$ cat src/rtl/mux_unstriping.sv
// Two-lane to one-stream merger: per-lane FIFOs re-interleaved in strict 0,1,0,1 order.
// Optional build macro MUX_UNSTRIPE_CNT_EN adds a 16-bit count of emitted words (out_count).

module mux_unstriping_fifo #(
  parameter int unsigned DATA_W = 32,
  parameter int unsigned DEPTH  = 4
) (
  input  logic              clk_2f,
  input  logic              reset_L,
  input  logic [DATA_W-1:0] wr_data,
  input  logic              wr_req,
  input  logic              rd_en,
  output logic [DATA_W-1:0] head_c,
  output logic              empty_c,
  output logic              overflow
);

  localparam int unsigned PTR_W = (DEPTH > 1) ? $clog2(DEPTH) : 1;
  localparam int unsigned CNT_W = $clog2(DEPTH) + 1;
  localparam logic [CNT_W-1:0] FULL_CNT = CNT_W'(DEPTH);

  logic [DATA_W-1:0] mem [DEPTH];
  logic [PTR_W-1:0]  wr_ptr;
  logic [PTR_W-1:0]  rd_ptr;
  logic [CNT_W-1:0]  count;
  logic              full_c;
  logic              wr_en_c;
  logic              drop_c;

  // A full FIFO still accepts a push when it pops on the same edge
  always_comb begin
    full_c  = (count == FULL_CNT);
    empty_c = (count == '0);
    wr_en_c = wr_req && (!full_c || rd_en);
    drop_c  = wr_req && full_c && !rd_en;
    head_c  = mem[rd_ptr];
  end

  always_ff @(posedge clk_2f) begin
    if (wr_en_c) mem[wr_ptr] <= wr_data;
  end

  always_ff @(posedge clk_2f or negedge reset_L) begin
    if (!reset_L) begin
      wr_ptr   <= '0;
      rd_ptr   <= '0;
      count    <= '0;
      overflow <= 1'b0;
    end else begin
      if (wr_en_c) wr_ptr <= wr_ptr + PTR_W'(1);
      if (rd_en)   rd_ptr <= rd_ptr + PTR_W'(1);
      count    <= count + CNT_W'(wr_en_c) - CNT_W'(rd_en);
      overflow <= overflow | drop_c;
    end
  end

endmodule

module mux_unstriping #(
  parameter int unsigned DATA_W     = 32,
  parameter int unsigned FIFO_DEPTH = 4
) (
  input  logic              clk_2f,
  input  logic              reset_L,
  input  logic [DATA_W-1:0] data_in0,
  input  logic              valid_in0,
  input  logic [DATA_W-1:0] data_in1,
  input  logic              valid_in1,
  output logic [DATA_W-1:0] data_out,
  output logic              valid_out,
  output logic              lane_sel,
  output logic              overflow0,
  output logic              overflow1
`ifdef MUX_UNSTRIPE_CNT_EN
  ,
  output logic [15:0]       out_count
`endif
);

  typedef enum logic {L0 = 1'b0, L1 = 1'b1} sel_t;

  sel_t              state;
  sel_t              state_nxt;
  logic              pop0_c;
  logic              pop1_c;
  logic              empty0_c;
  logic              empty1_c;
  logic [DATA_W-1:0] head0_c;
  logic [DATA_W-1:0] head1_c;

  mux_unstriping_fifo #(.DATA_W(DATA_W), .DEPTH(FIFO_DEPTH)) u_fifo0 (
    .clk_2f   (clk_2f),
    .reset_L  (reset_L),
    .wr_data  (data_in0),
    .wr_req   (valid_in0),
    .rd_en    (pop0_c),
    .head_c   (head0_c),
    .empty_c  (empty0_c),
    .overflow (overflow0)
  );

  mux_unstriping_fifo #(.DATA_W(DATA_W), .DEPTH(FIFO_DEPTH)) u_fifo1 (
    .clk_2f   (clk_2f),
    .reset_L  (reset_L),
    .wr_data  (data_in1),
    .wr_req   (valid_in1),
    .rd_en    (pop1_c),
    .head_c   (head1_c),
    .empty_c  (empty1_c),
    .overflow (overflow1)
  );

  always_ff @(posedge clk_2f or negedge reset_L) begin
    if (!reset_L) state <= L0;
    else          state <= state_nxt;
  end

  // Advance to the other lane only after a word was taken from the current one
  always_comb begin
    state_nxt = state;
    if (pop0_c || pop1_c) state_nxt = (state == L0) ? L1 : L0;
  end

  // Only the selected lane may pop; the other lane waits its turn
  always_comb begin
    pop0_c = 1'b0;
    pop1_c = 1'b0;
    case (state)
      L0:      pop0_c = !empty0_c;
      L1:      pop1_c = !empty1_c;
      default: ;
    endcase
  end

  assign lane_sel = state;

  always_ff @(posedge clk_2f or negedge reset_L) begin
    if (!reset_L) begin
      data_out  <= '0;
      valid_out <= 1'b0;
    end else begin
      valid_out <= pop0_c || pop1_c;
      if (pop0_c)      data_out <= head0_c;
      else if (pop1_c) data_out <= head1_c;
    end
  end

`ifdef MUX_UNSTRIPE_CNT_EN
  always_ff @(posedge clk_2f or negedge reset_L) begin
    if (!reset_L)              out_count <= 16'd0;
    else if (pop0_c || pop1_c) out_count <= out_count + 16'd1;
  end
`endif

endmodule

$ cat config.mk
export PLATFORM = sky130hd
export DESIGN_NAME = mux_unstriping
export DESIGN_NICKNAME = d
export VERILOG_FILES = /design/src/rtl/mux_unstriping.sv
export SDC_FILE = /design/constraint.sdc
export NUM_CORES = 1
export LEC_CHECK = 0
export ABC_AREA = 1
export BUFFER_PORTS_ARGS = -buffer_cell sky130_fd_sc_hd__buf_2
export CORE_UTILIZATION = 60
export DETAILED_ROUTE_END_ITERATION = 8
export HOLD_SLACK_MARGIN = 0.08
export PLACE_DENSITY = 0.88
export REMOVE_ABC_BUFFERS = 1
export SLEW_MARGIN = 20
export SYNTH_ARGS = -nofsm -noshare
export SYNTH_HDL_FRONTEND = slang
export SYNTH_SLANG_ARGS = --single-unit
$ cat constraint.sdc
create_clock -name clk_2f -period 3.43 [get_ports clk_2f]
set_clock_uncertainty 0.2 [all_clocks]
set_input_delay 0.1715 -clock clk_2f [delete_from_list [all_inputs] [get_ports clk_2f]]
set_output_delay 0.1715 -clock clk_2f [all_outputs]
set_load 0.01 [all_outputs]
==> reports/results.ini, run 1 <==
[outcome]
status = completed

[clocking]
clk_latency_ps = 560
post_cts.repair.setup_buffers = 0
cts_tree = built
total_clock_buffers_created_by_cts = 31
post_cts_hold_buffer_count = 69
clock_net_sink_count = 306
cts-htree-levels = 1
cts.clk_slew.worst_paths_ps = 60
cts_resized = 0
clockBufferDepth = 3
cts-root-buf = sky130_fd_sc_hd__clkbuf_16

[detailed_routing]
route.detailed.wl_per_inst_um = 16.5
totalWireLength_mm = 28.8
remaining_drc_errors = 0
drtAntennaViolNets = 0
drt_first_iter_violations = 848
routed-via-count = 9247
drt-pass1-iter-count = 6
detail_route.vias_per_cell = 5.29

[power_and_ir_drop]
power.density_cell_area_mw_per_mm2 = 868
sw_frac_of_total_pct = 37.4
power.sequential.fraction_pct = 40.4
power.share.clock_pct = 24.9
total_switching_power_w = 0.00505
ir_drop_v = 0.000749
share_comb_of_total_power_pct = 34.6
p_leak_nw = 7.29
p_int_w = 0.00845

[floorplan]
placement_rows = 53
die_height_um = 150
core-area_mm2 = 0.0213
initial_utilization_pct = 61.8
design.portCount = 104
fp.dieArea_mm2 = 0.0225
floorplan.die.width_um = 150

[sta]
min_period_over_period_pct = 81.5
setup_viol = 0
max_slew_margin_pct = 36.9
worst_pin_slew_ps = 946
grt_setup_unrepaired = false
timing.fmax_mhz = 358
setup-tns-final_ps = 0
finalMaxSlewViolations = 0
number_of_hold_slack_violations_in_the_final_timing_report = 0
period_minus_slack_ps = 2790

[yosys]
synth.yosys.warnings = 0
netlist-cell-type-count = 20
syn_area_mm2 = 0.0132
synth.avg_cell_area_um2 = 10.3
post_synth_inst_count = 1282
synth_top_area_cells = sky130_fd_sc_hd__edfxtp_1 (58%), sky130_fd_sc_hd__nand2_1 (11%), sky130_fd_sc_hd__dfrtp_1 (9.5%)
top_cell_type_by_total_area_after_synthesis = sky130_fd_sc_hd__edfxtp_1
synth_sequential_area_ratio_pct = 67.9
post-synth-top-area-fraction_pct = 58.4
synth_seq_cells = 306

[global_routing]
grt_use_total_pct = 26.2
antenna_violations_before_repair = 0
maximum_number_of_pins_on_one_net_before_global_route_repair = 67
grt_pass1_vias = 9248
global_route.overflow_total = 0
wire_length_of_the_first_global_routing_pass_mm = 44.8

[finish]
fillCellCount = 1335
multi_input_area_mm2 = 0.00284
area.growth.synth_to_final_pct = 18.2
area.sequential_mm2 = 0.00894
ratio_of_cells_with_drive_above_1_in_the_final_layout_pct = 12.8
num-nets-final = 1528
postLayoutCellArea_mm2 = 0.0156

[setup_path]
critical_path.startpoint_type = flip-flop
critPathTopFamily = adder cells
crit_required_ps = 3670
timing.critical_path.buf_inv = 3
worst_setup_path_end_kind = flip-flop
worstRegToRegCells = 10
worst_path_largest_cell_delay_ps = 510
worst-endpoint-arrival_ps = 3040
cp_cell_sequence = nor2_1 > nand2_1 > nand2_4 > inv_2 > nand2_1 > o21ai_0 > ha_1 > inv_1 > fa_1 > inv_1
worst_setup_path_category = flip-flop to flip-flop
path_max_fanout = 37
cp_num_cells = 10
slowest_stage = sky130_fd_sc_hd__inv_2

[worst_hold_path]
holdCritPathClass = input pin to flip-flop
worstHoldPathCells = 2

[placed_design]
detailedPlacementHpwl_mm = 16.6
place.port_buffers = 103
placement_cell_area_mm2 = 0.0138
place_congestion = 0.943

[flow_run]
cap_viol_max_count = 0

## cells by family (layout without fill, tap and decap cells)
kind of cell | Yosys count | count (layout) | synth area share (%)
DFF | 306 | 306 | 67.9
and+or+nand+nor | 605 | 605 | 19.3
AOI/OAI and AO/OA | 8 | 8 | 0.342
adders and majority gates | 13 | 13 | 1.35
other | 0 | 1 | 0
buffers and inverters | 343 | 533 | 10.7
xor gates and xnor gates | 7 | 7 | 0.466
## synthesized netlist by cell type, drive strengths merged
cell type,number
nand2,397
inv,289
edfxtp,256
nand3,195
dfrtp,50
buf,49
nor2,13
ha,11
o21ai,6
clkbuf,5
xor2,4
xnor2,3
fa,2
o21bai,2
## worst register-to-register path, stage by stage (launching register included)
cell                      delay (ps)
sky130_fd_sc_hd__dfrtp_1         440
sky130_fd_sc_hd__nor2_1          100
sky130_fd_sc_hd__nand2_1         120
sky130_fd_sc_hd__nand2_4         250
sky130_fd_sc_hd__inv_2           520
sky130_fd_sc_hd__nand2_1         160
sky130_fd_sc_hd__o21ai_0         120
sky130_fd_sc_hd__ha_1            170
sky130_fd_sc_hd__inv_1            50
sky130_fd_sc_hd__fa_1            480
sky130_fd_sc_hd__inv_1            70
## cells in the final DEF, fill, tap and decap left out, types with 4 or more instances in the layout
master / count
sky130_fd_sc_hd__buf_2: 103
sky130_fd_sc_hd__nand2_1: 394
sky130_fd_sc_hd__xor2_1: 4
sky130_fd_sc_hd__o21ai_0: 6
sky130_fd_sc_hd__clkinv_2: 13
sky130_fd_sc_hd__clkbuf_16: 31
sky130_fd_sc_hd__dfrtp_1: 48
sky130_fd_sc_hd__ha_1: 11
sky130_fd_sc_hd__edfxtp_1: 256
sky130_fd_sc_hd__nand3_1: 195
sky130_fd_sc_hd__nor2_2: 9
sky130_fd_sc_hd__dlygate4sd3_1: 68
sky130_fd_sc_hd__nor2_1: 4
sky130_fd_sc_hd__inv_1: 282
sky130_fd_sc_hd__inv_2: 5
sky130_fd_sc_hd__bufinv_16: 4
sky130_fd_sc_hd__buf_4: 14
sky130_fd_sc_hd__clkinv_1: 5
## power groups by stage
stage,Combinational (W),Clock [W],Sequential [W]
after global routing,0.00521,0.00353,0.00551
after detailed placement,0.00448,0,0.00548
after CTS,0.00463,0.00338,0.00543
after global placement,0.00426,0,0.00544
after floorplan,0.00264,0,0.00571
final,0.00468,0.00337,0.00546
## final cells by class
class	instances	area share [%]
clock buffer	36	5.23
tap	275	2.21
antenna	1	0.0161
multi-input combinational	633	18.2
clock inverter	22	1.35
sequential	306	57.5
inverter	289	6.99
timing repair buffer	186	8.49
## worst paths after layout
kind                             startpoint                 to  slack (ps)
max                        u_fifo0.count[1]   u_fifo0.count[1]         640
min                             data_in0[4]  u_fifo0.mem[0][4]         160
max reg2reg                u_fifo0.count[1]   u_fifo0.count[1]         640
min reg2reg                u_fifo1.overflow   u_fifo1.overflow         280
max in group asynchronous           reset_L       data_out[26]        2250
min in group asynchronous           reset_L       data_out[14]         550
## per-layer routing
metal  wire (um)  GRT usage (%)  vias to the layer above
met1       10800           32.0                     4399
met4        1030           11.1                        0
met2       14700           46.3                      425
li1            -              -                     4342
met3        2250           3.97                       81
met5           0              0                        -
## state kept, by name, indices dropped and copies added, names as in the netlist
signal            cells
u_fifo0.count         3
valid_out             1
u_fifo1.mem         128
u_fifo1.rd_ptr        2
data_out             32
u_fifo0.rd_ptr        2
u_fifo1.wr_ptr        2
u_fifo1.overflow      1
u_fifo0.overflow      1
u_fifo0.mem         128
lane_sel              1
u_fifo1.count         3
u_fifo0.wr_ptr        2
## stage by stage
step / util [%] / cells / worst slack [ps] / total power, W / hold slack [ps]
after detailed placement: 65.0 / 1620 / 837 / 0.00996 / 81.9
final: 73.1 / 1748 / 635 / 0.0135 / 163
after global routing: 73.1 / 1747 / 415 / 0.0142 / 170
after global placement: 65.0 / 1620 / 922 / 0.00970 / 67.1
after floorplan: - / 1228 / 651 / 0.00834 / -324
after CTS: 73.1 / 1747 / 707 / 0.0134 / 160
Power figures use the tool's default switching activity.
==> run 2: changes to the inputs <==
- clock period: 3.43 -> 2.7 ns (I/O delays scaled with it)
==> run 2 against run 1 <==
Effect of this change: register-to-register slack worse by 350 ps; maximum frequency is 16% higher; via count hardly changed; wire length is 0.63% lower; combinational power is 25% higher; final cell count is 0.23% higher; critical endpoint unchanged.
==> reports/results.ini, run 2 (synthesis gave the netlist of run 1 again) <==
[sta]
setup_ws_ps = 290  ; -346 ps
setup_viol = 0  ; unchanged
max_slew_margin_pct = 51.7  ; +15 points
worst_pin_slew_ps = 725  ; -221 ps
finalMaxSlewViolations = 0  ; unchanged
number_of_hold_slack_violations_in_the_final_timing_report = 0  ; unchanged
grt_setup_unrepaired = false
timing.fmax_mhz = 415  ; +16%
period_minus_slack_ps = 2410  ; -384 ps
min_period_over_period_pct = 89.3  ; +7.8 points

[finish]
final_util_pct = 72.9  ; -0.15 points
num_antenna_cells = 0  ; -1
reg_top3 = u_fifo0.mem (128), u_fifo1.mem (128), data_out (32)
mostFrequentLayoutCells = sky130_fd_sc_hd__nand2_1 (394), sky130_fd_sc_hd__inv_1 (282), sky130_fd_sc_hd__edfxtp_1 (256), sky130_fd_sc_hd__nand3_1 (195), sky130_fd_sc_hd__buf_2 (103)
num-nets-final = 1534  ; +0.39%
postLayoutCellArea_mm2 = 0.0155  ; -0.21%
area.growth.synth_to_final_pct = 18.0
ratio_of_cells_with_drive_above_1_in_the_final_layout_pct = 12.7  ; -0.18 points
layout.cells.most_common = sky130_fd_sc_hd__nand2_1

[setup_path]
worst_path_largest_cell_delay_ps = 480  ; -30 ps
r2r_start = u_fifo0.count[1]
cp_cell_sequence = nor2_1 > nand2_1 > nand2_4 > inv_2 > nand2_1 > o21ai_0 > ha_1 > inv_1 > fa_1 > inv_1
worstRegToRegCells = 10  ; unchanged
worst_setup_path_category = flip-flop to flip-flop
crit_required_ps = 2940  ; -730 ps
worst_setup_path_end_kind = flip-flop
reg_to_reg_end = u_fifo0.count[1]
critical_path.startpoint_type = flip-flop
worst-endpoint-arrival_ps = 2650  ; -390 ps
path_max_fanout = 34  ; -8.1%
regToRegSetupSlack_ps = 290  ; -350 ps
slowest_stage = sky130_fd_sc_hd__fa_1

[global_routing]
global_route.overflow_total = 0  ; unchanged
wire_length_of_the_first_global_routing_pass_mm = 44.8  ; about the same
antenna_violations_before_repair = 0  ; unchanged
maximum_number_of_pins_on_one_net_before_global_route_repair = 39  ; -42%
grt_use_total_pct = 26.2  ; +0.055 points
grt_pass1_vias = 9303  ; +0.59%

[power_and_ir_drop]
power.share.clock_pct = 23.4  ; -1.5 points
ir_drop_v = 0.00103  ; +37%
p_leak_nw = 7.27  ; -0.17%
power.density_cell_area_mw_per_mm2 = 1080  ; +25%
power.sequential.fraction_pct = 41.9  ; +1.5 points
share_comb_of_total_power_pct = 34.7  ; about the same
p_int_w = 0.0105  ; +24%
sw_frac_of_total_pct = 37.6  ; +0.16 points
total_switching_power_w = 0.00632  ; +25%

[worst_hold_path]
holdCritStartpoint = data_in1[23]
worstHoldPathCells = 2  ; unchanged
holdCritPathClass = input pin to flip-flop
hold_end = u_fifo1.mem[1][23]

[clocking]
cts-htree-levels = 1  ; unchanged
clock_net_sink_count = 306  ; unchanged
total_clock_buffers_created_by_cts = 31  ; unchanged
cts.clk_slew.worst_paths_ps = 60  ; about the same
cts-root-buf = sky130_fd_sc_hd__clkbuf_16
clk_latency_ps = 540  ; -20 ps
cts_tree = built
post_cts.repair.setup_buffers = 0  ; unchanged
clockBufferDepth = 3  ; unchanged

[detailed_routing]
wl_met2_mm = 14.7  ; -0.25%
highest-signal-layer = met4
drt_first_iter_violations = 851  ; +0.35%
detail_route.wirelength.met1_mm = 10.5  ; -2.3%
route.detailed.wl_per_inst_um = 16.3  ; -0.86%
totalWireLength_mm = 28.6  ; -0.63%
routed-via-count = 9246  ; -0.011%
remaining_drc_errors = 0  ; unchanged
detail_route.vias_per_cell = 5.28  ; -0.24%
wl_met3_mm = 2.38  ; +6.0%
drtAntennaViolNets = 0  ; unchanged
drt-pass1-iter-count = 5  ; -1

[floorplan]
design.portCount = 104  ; unchanged
floorplan.die.width_um = 150  ; unchanged
die_height_um = 150  ; unchanged
fp.dieArea_mm2 = 0.0225  ; unchanged
initial_utilization_pct = 61.8  ; unchanged
core-area_mm2 = 0.0213  ; unchanged
placement_rows = 53  ; unchanged

[placed_design]
place.port_buffers = 103  ; unchanged
place_congestion = 0.831  ; -12%
detailedPlacementHpwl_mm = 16.9  ; +1.7%
pre_cts_slack_ps = 351  ; -486 ps
placement_cell_area_mm2 = 0.0139  ; +0.42%

[flow_run]
cap_viol_max_count = 0  ; unchanged

[outcome]
status = completed

## run 2: timing repair
item / in CTS / in global routing
gates resized for setup: 0 / 0
hold buffers: 69 / 0
endpoints found under the hold margin: 314 / 0
## run 2: worst max path at each step
stage                                 from  slack, ps  cells past startpoint                end
after floorplan                   lane_sel        -80                      4  u_fifo1.mem[0][0]
after global placement    u_fifo0.count[1]        470                     10   u_fifo0.count[1]
after detailed placement  u_fifo0.count[1]        350                     10   u_fifo0.count[1]
after CTS                 u_fifo0.count[1]        320                     10   u_fifo0.count[1]
after global routing      u_fifo0.count[1]         70                     10   u_fifo0.count[2]
final                     u_fifo0.count[1]        290                     10   u_fifo0.count[1]
## run 2: cell type report
type | instances | area [um2]
clock buffers | 41 | 833
flip-flops and latches | 306 | 8940
fillers | 1338 | 5760
repair buffers | 192 | 1380
multi-input cells | 633 | 2840
inverters | 289 | 1080
well taps | 275 | 344
clock inverters | 16 | 106
## run 2: critical path: cells and delay by family, from the launching register on
family	cells	cell delay, ps
adder cells (fa/ha/maj)	2	660
buffers and inverters	3	490
flip-flops	1	420
AND/OR/NAND/NOR	4	410
AO/OA/AOI/OAI	1	130
## run 2: stage by stage
stage	std cells	power, W	setup TNS [ps]	hold WS (ps)
after global routing	1752	0.0178	0	125
after global placement	1626	0.0124	0	-2.36
after floorplan	1228	0.0106	-11160	-361
after detailed placement	1626	0.0127	0	0.331
after CTS	1752	0.0168	0	119
final	1752	0.0168	0	119
## run 2: power by group through the flow
stage	Sequential [W]	Clock, W	Combinational, W
after floorplan	0.00725	0	0.00335
after global placement	0.00703	0	0.00535
after detailed placement	0.00709	0	0.00564
after CTS	0.00702	0.00398	0.00581
after global routing	0.00714	0.00415	0.00655
final	0.00705	0.00394	0.00584
## run 2: per-layer routing
layer  up-vias  GRT usage [%]
li1       4360              -
met1      4396           31.1
met2       410           46.9
met3        80           5.12
met4         0           10.6
met5         -              0
